===== src/rtl/ps2_key_ctrl_if.sv =====
// Bundles the byte-receiver poll/capture lines, the key-event stream and the status flags.
// The master modport is the controller side. The slave modport is the receiver/consumer side.
interface ps2_key_ctrl_if;
  logic       i_cap;
  logic [7:0] i_dap;
  logic       o_spa;
  logic       o_valid;
  logic [9:0] o_key;
  logic       i_ready;
  logic       o_ovf;
  logic       i_clr_ovf;
  logic       o_bat;
  logic       o_kerr;

  modport master (
    input  i_cap, i_dap, i_ready, i_clr_ovf,
    output o_spa, o_valid, o_key, o_ovf, o_bat, o_kerr
  );

  modport slave (
    output i_cap, i_dap, i_ready, i_clr_ovf,
    input  o_spa, o_valid, o_key, o_ovf, o_bat, o_kerr
  );
endinterface


===== src/rtl/ps2_key_ctrl.sv =====
// Set-2 scan-code decoder feeding a show-ahead event FIFO; events are visible one cycle after capture.
// Backpressure: o_spa drops at DEPTH-1 entries, and a push into a full FIFO without a pop is dropped and flagged.
module ps2_key_ctrl #(
  parameter int DEPTH   = 8,
  parameter int TIMEOUT = 1000000
) (
  input  logic          i_clk,
  input  logic          i_rst_n,
  ps2_key_ctrl_if.master bus
);
  localparam int AW = $clog2(DEPTH);
  localparam int CW = AW + 1;
  localparam int TW = $clog2(TIMEOUT);
  localparam logic [TW-1:0] TMO_LAST = TW'(TIMEOUT - 1);
  localparam logic [CW-1:0] SPA_MAX  = CW'(DEPTH - 2);
  localparam logic [CW-1:0] CNT_FULL = CW'(DEPTH);

  typedef enum logic [2:0] {IDLE, EXT, BRK, EXT_BRK, PAUSE} state_t;

  state_t          state_q, state_d;
  logic [2:0]      pcnt_q, pcnt_d;
  logic [TW-1:0]   tmo_q, tmo_d;
  logic            bat_q, bat_d, kerr_q, kerr_d;
  logic            ovf_q, ovf_d, run_q, run_d;
  logic [AW-1:0]   wr_ptr_q, wr_ptr_d, rd_ptr_q, rd_ptr_d;
  logic [CW-1:0]   cnt_q, cnt_d;
  logic [9:0]      mem_q [DEPTH];

  logic            push, pop, full, wr_en, is_pfx;
  logic [9:0]      push_key;
  logic [7:0]      dap;

  assign dap    = bus.i_dap;
  assign is_pfx = (dap == 8'hE0) || (dap == 8'hF0) || (dap == 8'hE1);

  always_comb begin
    state_d  = state_q;
    pcnt_d   = pcnt_q;
    tmo_d    = tmo_q;
    bat_d    = 1'b0;
    kerr_d   = 1'b0;
    push     = 1'b0;
    push_key = '0;
    if (bus.i_cap) begin
      tmo_d = '0;
      case (dap)
        8'hAA: begin
          bat_d   = 1'b1;
          state_d = IDLE;
          pcnt_d  = '0;
        end
        8'hFC, 8'h00, 8'hFF: begin
          kerr_d  = 1'b1;
          state_d = IDLE;
          pcnt_d  = '0;
        end
        8'hFA, 8'hEE, 8'hFE: ;
        default: begin
          case (state_q)
            IDLE: begin
              if (dap == 8'hE0) state_d = EXT;
              else if (dap == 8'hF0) state_d = BRK;
              else if (dap == 8'hE1) begin
                state_d = PAUSE;
                pcnt_d  = '0;
              end else begin
                push     = 1'b1;
                push_key = {2'b00, dap};
              end
            end
            EXT: begin
              if (dap == 8'hF0) state_d = EXT_BRK;
              else if (dap == 8'hE1) begin
                state_d = IDLE;
                kerr_d  = 1'b1;
              end else if (dap != 8'hE0) begin
                push     = 1'b1;
                push_key = {2'b01, dap};
                state_d  = IDLE;
              end
            end
            BRK, EXT_BRK: begin
              state_d = IDLE;
              if (is_pfx) kerr_d = 1'b1;
              else begin
                push     = 1'b1;
                push_key = {1'b1, state_q == EXT_BRK, dap};
              end
            end
            PAUSE: begin
              // Seven bytes follow E1; they collapse into a single pause event.
              if (pcnt_q == 3'd6) begin
                push     = 1'b1;
                push_key = 10'h1E1;
                state_d  = IDLE;
                pcnt_d   = '0;
              end else begin
                pcnt_d = pcnt_q + 3'd1;
              end
            end
            default: state_d = IDLE;
          endcase
        end
      endcase
    end else if (state_q != IDLE) begin
      if (tmo_q == TMO_LAST) begin
        state_d = IDLE;
        kerr_d  = 1'b1;
        tmo_d   = '0;
        pcnt_d  = '0;
      end else begin
        tmo_d = tmo_q + TW'(1);
      end
    end
  end

  always_comb begin
    full     = (cnt_q == CNT_FULL);
    pop      = (cnt_q != '0) && bus.i_ready;
    // A pop frees the head slot, so a push into a full FIFO still lands.
    wr_en    = push && (!full || pop);
    wr_ptr_d = wr_en ? wr_ptr_q + AW'(1) : wr_ptr_q;
    rd_ptr_d = pop ? rd_ptr_q + AW'(1) : rd_ptr_q;
    case ({wr_en, pop})
      2'b10:   cnt_d = cnt_q + CW'(1);
      2'b01:   cnt_d = cnt_q - CW'(1);
      default: cnt_d = cnt_q;
    endcase
    ovf_d = (push && full && !pop) || (ovf_q && !bus.i_clr_ovf);
    run_d = 1'b1;
  end

  always_ff @(posedge i_clk) begin
    if (!i_rst_n) begin
      state_q  <= IDLE;
      pcnt_q   <= '0;
      tmo_q    <= '0;
      bat_q    <= 1'b0;
      kerr_q   <= 1'b0;
      ovf_q    <= 1'b0;
      run_q    <= 1'b0;
      wr_ptr_q <= '0;
      rd_ptr_q <= '0;
      cnt_q    <= '0;
    end else begin
      state_q  <= state_d;
      pcnt_q   <= pcnt_d;
      tmo_q    <= tmo_d;
      bat_q    <= bat_d;
      kerr_q   <= kerr_d;
      ovf_q    <= ovf_d;
      run_q    <= run_d;
      wr_ptr_q <= wr_ptr_d;
      rd_ptr_q <= rd_ptr_d;
      cnt_q    <= cnt_d;
    end
  end

  always_ff @(posedge i_clk) begin
    if (i_rst_n && wr_en) mem_q[wr_ptr_q] <= push_key;
  end

  assign bus.o_valid = (cnt_q != '0);
  assign bus.o_key   = bus.o_valid ? mem_q[rd_ptr_q] : '0;
  assign bus.o_spa   = run_q && (cnt_q <= SPA_MAX);
  assign bus.o_ovf   = ovf_q;
  assign bus.o_bat   = bat_q;
  assign bus.o_kerr  = kerr_q;
endmodule


===== src/flat_wrapper.sv =====
// flat-port wrapper written by rule: the top's interface ports become plain ports
module ps2_key_ctrl_flat 
#(
  parameter int DEPTH   = 8,
  parameter int TIMEOUT = 1000000
)
  (i_clk, i_rst_n, bus_i_cap, bus_i_dap, bus_i_ready, bus_i_clr_ovf, bus_o_spa, bus_o_valid, bus_o_key, bus_o_ovf, bus_o_bat, bus_o_kerr);
  ps2_key_ctrl_if bus_i ();
  input  logic i_clk;
  input  logic i_rst_n;
  input wire logic [$bits(bus_i.i_cap)-1:0] bus_i_cap;
  input wire logic [$bits(bus_i.i_dap)-1:0] bus_i_dap;
  input wire logic [$bits(bus_i.i_ready)-1:0] bus_i_ready;
  input wire logic [$bits(bus_i.i_clr_ovf)-1:0] bus_i_clr_ovf;
  output wire logic [$bits(bus_i.o_spa)-1:0] bus_o_spa;
  output wire logic [$bits(bus_i.o_valid)-1:0] bus_o_valid;
  output wire logic [$bits(bus_i.o_key)-1:0] bus_o_key;
  output wire logic [$bits(bus_i.o_ovf)-1:0] bus_o_ovf;
  output wire logic [$bits(bus_i.o_bat)-1:0] bus_o_bat;
  output wire logic [$bits(bus_i.o_kerr)-1:0] bus_o_kerr;
  assign bus_i.i_cap = bus_i_cap;
  assign bus_i.i_dap = bus_i_dap;
  assign bus_i.i_ready = bus_i_ready;
  assign bus_i.i_clr_ovf = bus_i_clr_ovf;
  assign bus_o_spa = bus_i.o_spa;
  assign bus_o_valid = bus_i.o_valid;
  assign bus_o_key = bus_i.o_key;
  assign bus_o_ovf = bus_i.o_ovf;
  assign bus_o_bat = bus_i.o_bat;
  assign bus_o_kerr = bus_i.o_kerr;
  ps2_key_ctrl #(.DEPTH(DEPTH), .TIMEOUT(TIMEOUT)) u_core (.i_clk(i_clk), .i_rst_n(i_rst_n), .bus(bus_i));
endmodule

===== config.mk =====
export PLATFORM = sky130hd
export DESIGN_NAME = ps2_key_ctrl_flat
export DESIGN_NICKNAME = d
export VERILOG_FILES = /design/src/rtl/ps2_key_ctrl_if.sv /design/src/rtl/ps2_key_ctrl.sv /design/src/flat_wrapper.sv
export SDC_FILE = /design/constraint.sdc
export NUM_CORES = 1
export LEC_CHECK = 0
export ABC_AREA = 1
export CAP_MARGIN = 30
export CORE_ASPECT_RATIO = 1.5
export CORE_UTILIZATION = 35
export CTS_CLUSTER_DIAMETER = 50
export DETAILED_ROUTE_END_ITERATION = 8
export PLACE_DENSITY_LB_ADDON = 0.12
export RECOVER_POWER = 100
export SKIP_CTS_REPAIR_TIMING = 1
export SLEW_MARGIN = 30
export SYNTH_ARGS = -nofsm -noshare
export SYNTH_HDL_FRONTEND = slang
export SYNTH_SLANG_ARGS = --single-unit
export TNS_END_PERCENT = 10

===== constraint.sdc =====
create_clock -name i_clk -period 4.4 [get_ports i_clk]
set_clock_uncertainty 0.15 [all_clocks]
set_input_delay 0.66 -clock i_clk [delete_from_list [all_inputs] [get_ports i_clk]]
set_output_delay 0.66 -clock i_clk [all_outputs]
set_load 0.005 [all_outputs]

==> metrics <==
routability congestion estimate from global placement 0.852; Worst IR Drop VDD 0.254 mV; area fraction of the dominant cell type after synthesis 41.2%; number of nets in the synthesized netlist 684; # rows 57; remaining antenna violation count 0; P per Cell Area 527 nW/um2; number of endpoints failing setup at the final stage 0; area occupied by multi-input gates 2220 um2; required arrival time at the worst endpoint 3590 ps; synth top area cells sky130_fd_sc_hd__edfxtp_1 41%, sky130_fd_sc_hd__dfxtp_1 15%, sky130_fd_sc_hd__nor2_1 8.5%; RSZ-0062 raised after global routing false; die height 160 um; crit-path most repeated cell sky130_fd_sc_hd__o21ai_0; share of cells above drive strength 1 9.17%; number of warning messages in the yosys log 0; capturing element type of the critical path output port; Clk Tree Root Cell sky130_fd_sc_hd__clkbuf_16; CTS tree built; measured slew at the worst slew-check pin 985 ps; Period minus WS final 3840 ps; grt total ovfl 0; cell with the largest stage delay on the worst path sky130_fd_sc_hd__inv_1; vias in the first global route 4769; Antenna diodes 0; number of I/O pins 28; most instantiated library cell after synthesis sky130_fd_sc_hd__nor2_1; Critical Path Max Stage Delay 660 ps; wire length of the first global-routing pass 23700 um; # placed instances 894; arrival time worst endpoint 3030 ps; Post-Route Setup TNS 0 ps; post-synthesis cell area 5830 um2; final standard cell count with taps included and fillers excluded 926; largest net degree at the start of global routing 41; routed via count 4617; sequential-to-total area share from yosys stat 56.0%; number of buffers created by CTS 17; achievable clock frequency 0.261 GHz; Avg Synthesized Cell Area 8.78 um2; Critical Path Start Type flip-flop; overall power consumption 3.65 mW; net count reported at finish 727; fraction of the core area covered by cells at the end of the flow 42.5%; count of cells along the worst hold path 2; Hold/Removal Path Class flip-flop to flip-flop; DP Wirelength 10300 um; clock network latency to the later pin of the worst-skew pair 410 ps; Post-Syn Instances 664; via-per-instance ratio 4.99; routed wire length 14700 um; placement-stage cell area 6400 um2; horizontal extent of the die 107 um; routed len/inst 15.9 um; crit path buf inv count 3; Clock Path Buffers 2; library cells used by synthesis 40; cell area after layout 6910 um2; Relative slew margins 33.8%; Filler cells 1606; run status finished clean; total area of sequential cells 3260 um2; critical path type flip-flop to output port; initial antenna violation count 0; Clock Sinks 123; number of detailed-route iterations in the first pass 4; number of DRC markers after the initial detailed-route iteration 216; FFs w/ async S/R, synth 0%; synthesis-stage register bit count 123; post-route fraction of the period consumed by the critical path 87.2%; area of the core region 16300 um2; initial cell density of the core 35.9%; total routing resource utilization after global routing 18.2%; register-to-register path setup slack 1340 ps; clock slew at reported path FFs 60 ps; # H-tree levels 4; count of buffers inserted at the top-level ports 27; count of final max-slew check failures 0; Post-synth EDFFs 80; P_leak 2.60 nW; number of failing hold endpoints at the final stage 0; critical path's top delay family buffers and inverters; number of cells traversed by the worst register-to-register path 14; DIE AREA 17200 um2; top cell types by occurrence after synthesis 132 x sky130_fd_sc_hd__nor2_1, 106 x sky130_fd_sc_hd__nand2_1, 80 x sky130_fd_sc_hd__edfxtp_1; largest fanout on the critical path 21; leading area contributor after synthesis sky130_fd_sc_hd__edfxtp_1; critical path depth 7; area added between synthesis and finish 18.6%; drc violations 0; max-cap viol count 0; most used flip-flop cell after synthesis sky130_fd_sc_hd__edfxtp_1; worst path cell trace clkbuf_2, inv_1, o21ai_0, o22ai_1, o21ai_0, a31oi_1, clkdlybuf4s50_1
## cells in the final DEF (no fill, tap or decap), types with 15 or more instances in the layout
| cell | Yosys | layout |
|---|---|---|
| sky130_fd_sc_hd__nor2_1 | 132 | 133 |
| sky130_fd_sc_hd__clkbuf_16 | 0 | 17 |
| sky130_fd_sc_hd__edfxtp_1 | 80 | 80 |
| sky130_fd_sc_hd__o21ai_0 | 57 | 59 |
| sky130_fd_sc_hd__dfxtp_1 | 43 | 43 |
| sky130_fd_sc_hd__nand2_1 | 106 | 108 |
| sky130_fd_sc_hd__inv_1 | 54 | 55 |
| sky130_fd_sc_hd__dlygate4sd3_1 | 0 | 15 |
| sky130_fd_sc_hd__nor3_1 | 16 | 17 |
| sky130_fd_sc_hd__a21oi_1 | 29 | 29 |
| sky130_fd_sc_hd__nand3_1 | 25 | 27 |
## stage by stage
step	hold slack, ps	setup WS [ps]
6_report	310	563
5_1_grt	349	325
4_1_cts	313	796
3_5_place_dp	302	863
3_3_place_gp	298	917
2_1_floorplan	283	1690
## layout make-up
cell class / count / share of cell area [%]
Clock inverter: 15 / 2.37
Inverter: 67 / 3.64
Multi-Input combinational cell: 457 / 32.2
Clock buffer: 17 / 6.15
Timing Repair Buffer: 41 / 4.74
Sequential cell: 123 / 47.2
Tap cell: 206 / 3.73
## flip-flops by register name, indices dropped and copies added, names as in the netlist, 3 cells and up, named ones only
register and count:
u_core.mem_q 80, u_core.tmo_q 20, u_core.cnt_q 4, u_core.pcnt_q 3
u_core.rd_ptr_q 3, u_core.state_q 3, u_core.wr_ptr_q 3
## kinds of logic after synthesis
kind of cell | Yosys count | share of synthesized area, %
and+or+nand+nor | 324 | 24.7
adders and majority gates | 7 | 1.63
buffers and inverters | 84 | 5.41
xor gates and xnor gates | 7 | 1.05
AOI/OAI and AO/OA | 119 | 11.3
DFF | 123 | 56.0
## report_power, final
group / total, mW / switching, mW / internal, mW
combinational: 0.923 / 0.574 / 0.348
sequential: 1.34 / 0.0401 / 1.30
clock: 1.39 / 0.543 / 0.844
## layer usage
layer	GRT usage [%]	up-vias	share of wire (%)
met1	18.3	2178	39
met5	0	-	0
li1	-	2336	-
met2	35.4	81	56
met3	3.59	22	2.6
met4	7.66	0	2.5
## final timing paths
path                                                       from                         endpoint
worst max-delay path                                  flip-flop                     bus_o_key[8]
worst min-delay path            u_core.rd_ptr_q[2]$_SDFFE_PN0P_  u_core.rd_ptr_q[2]$_SDFFE_PN0P_
worst max register to register   u_core.state_q[2]$_SDFFE_PN0P_     u_core.cnt_q[3]$_SDFFE_PN0P_
worst min register to register  u_core.rd_ptr_q[2]$_SDFFE_PN0P_  u_core.rd_ptr_q[2]$_SDFFE_PN0P_
## worst register-to-register path: stages, from the launching register on
cell	delay, ps
sky130_fd_sc_hd__dfxtp_1	350
sky130_fd_sc_hd__inv_2	200
sky130_fd_sc_hd__o21ai_1	130
sky130_fd_sc_hd__nor3_1	570
sky130_fd_sc_hd__nand3_1	290
sky130_fd_sc_hd__ha_1	330
sky130_fd_sc_hd__ha_1	280
sky130_fd_sc_hd__nand2_1	70
sky130_fd_sc_hd__nand2_1	40
sky130_fd_sc_hd__a21oi_1	150
sky130_fd_sc_hd__nor2_1	60
sky130_fd_sc_hd__nor2_1	80
sky130_fd_sc_hd__nand2_1	60
sky130_fd_sc_hd__o21ai_0	140
sky130_fd_sc_hd__a21oi_1	60
Power figures use the tool's default switching activity.
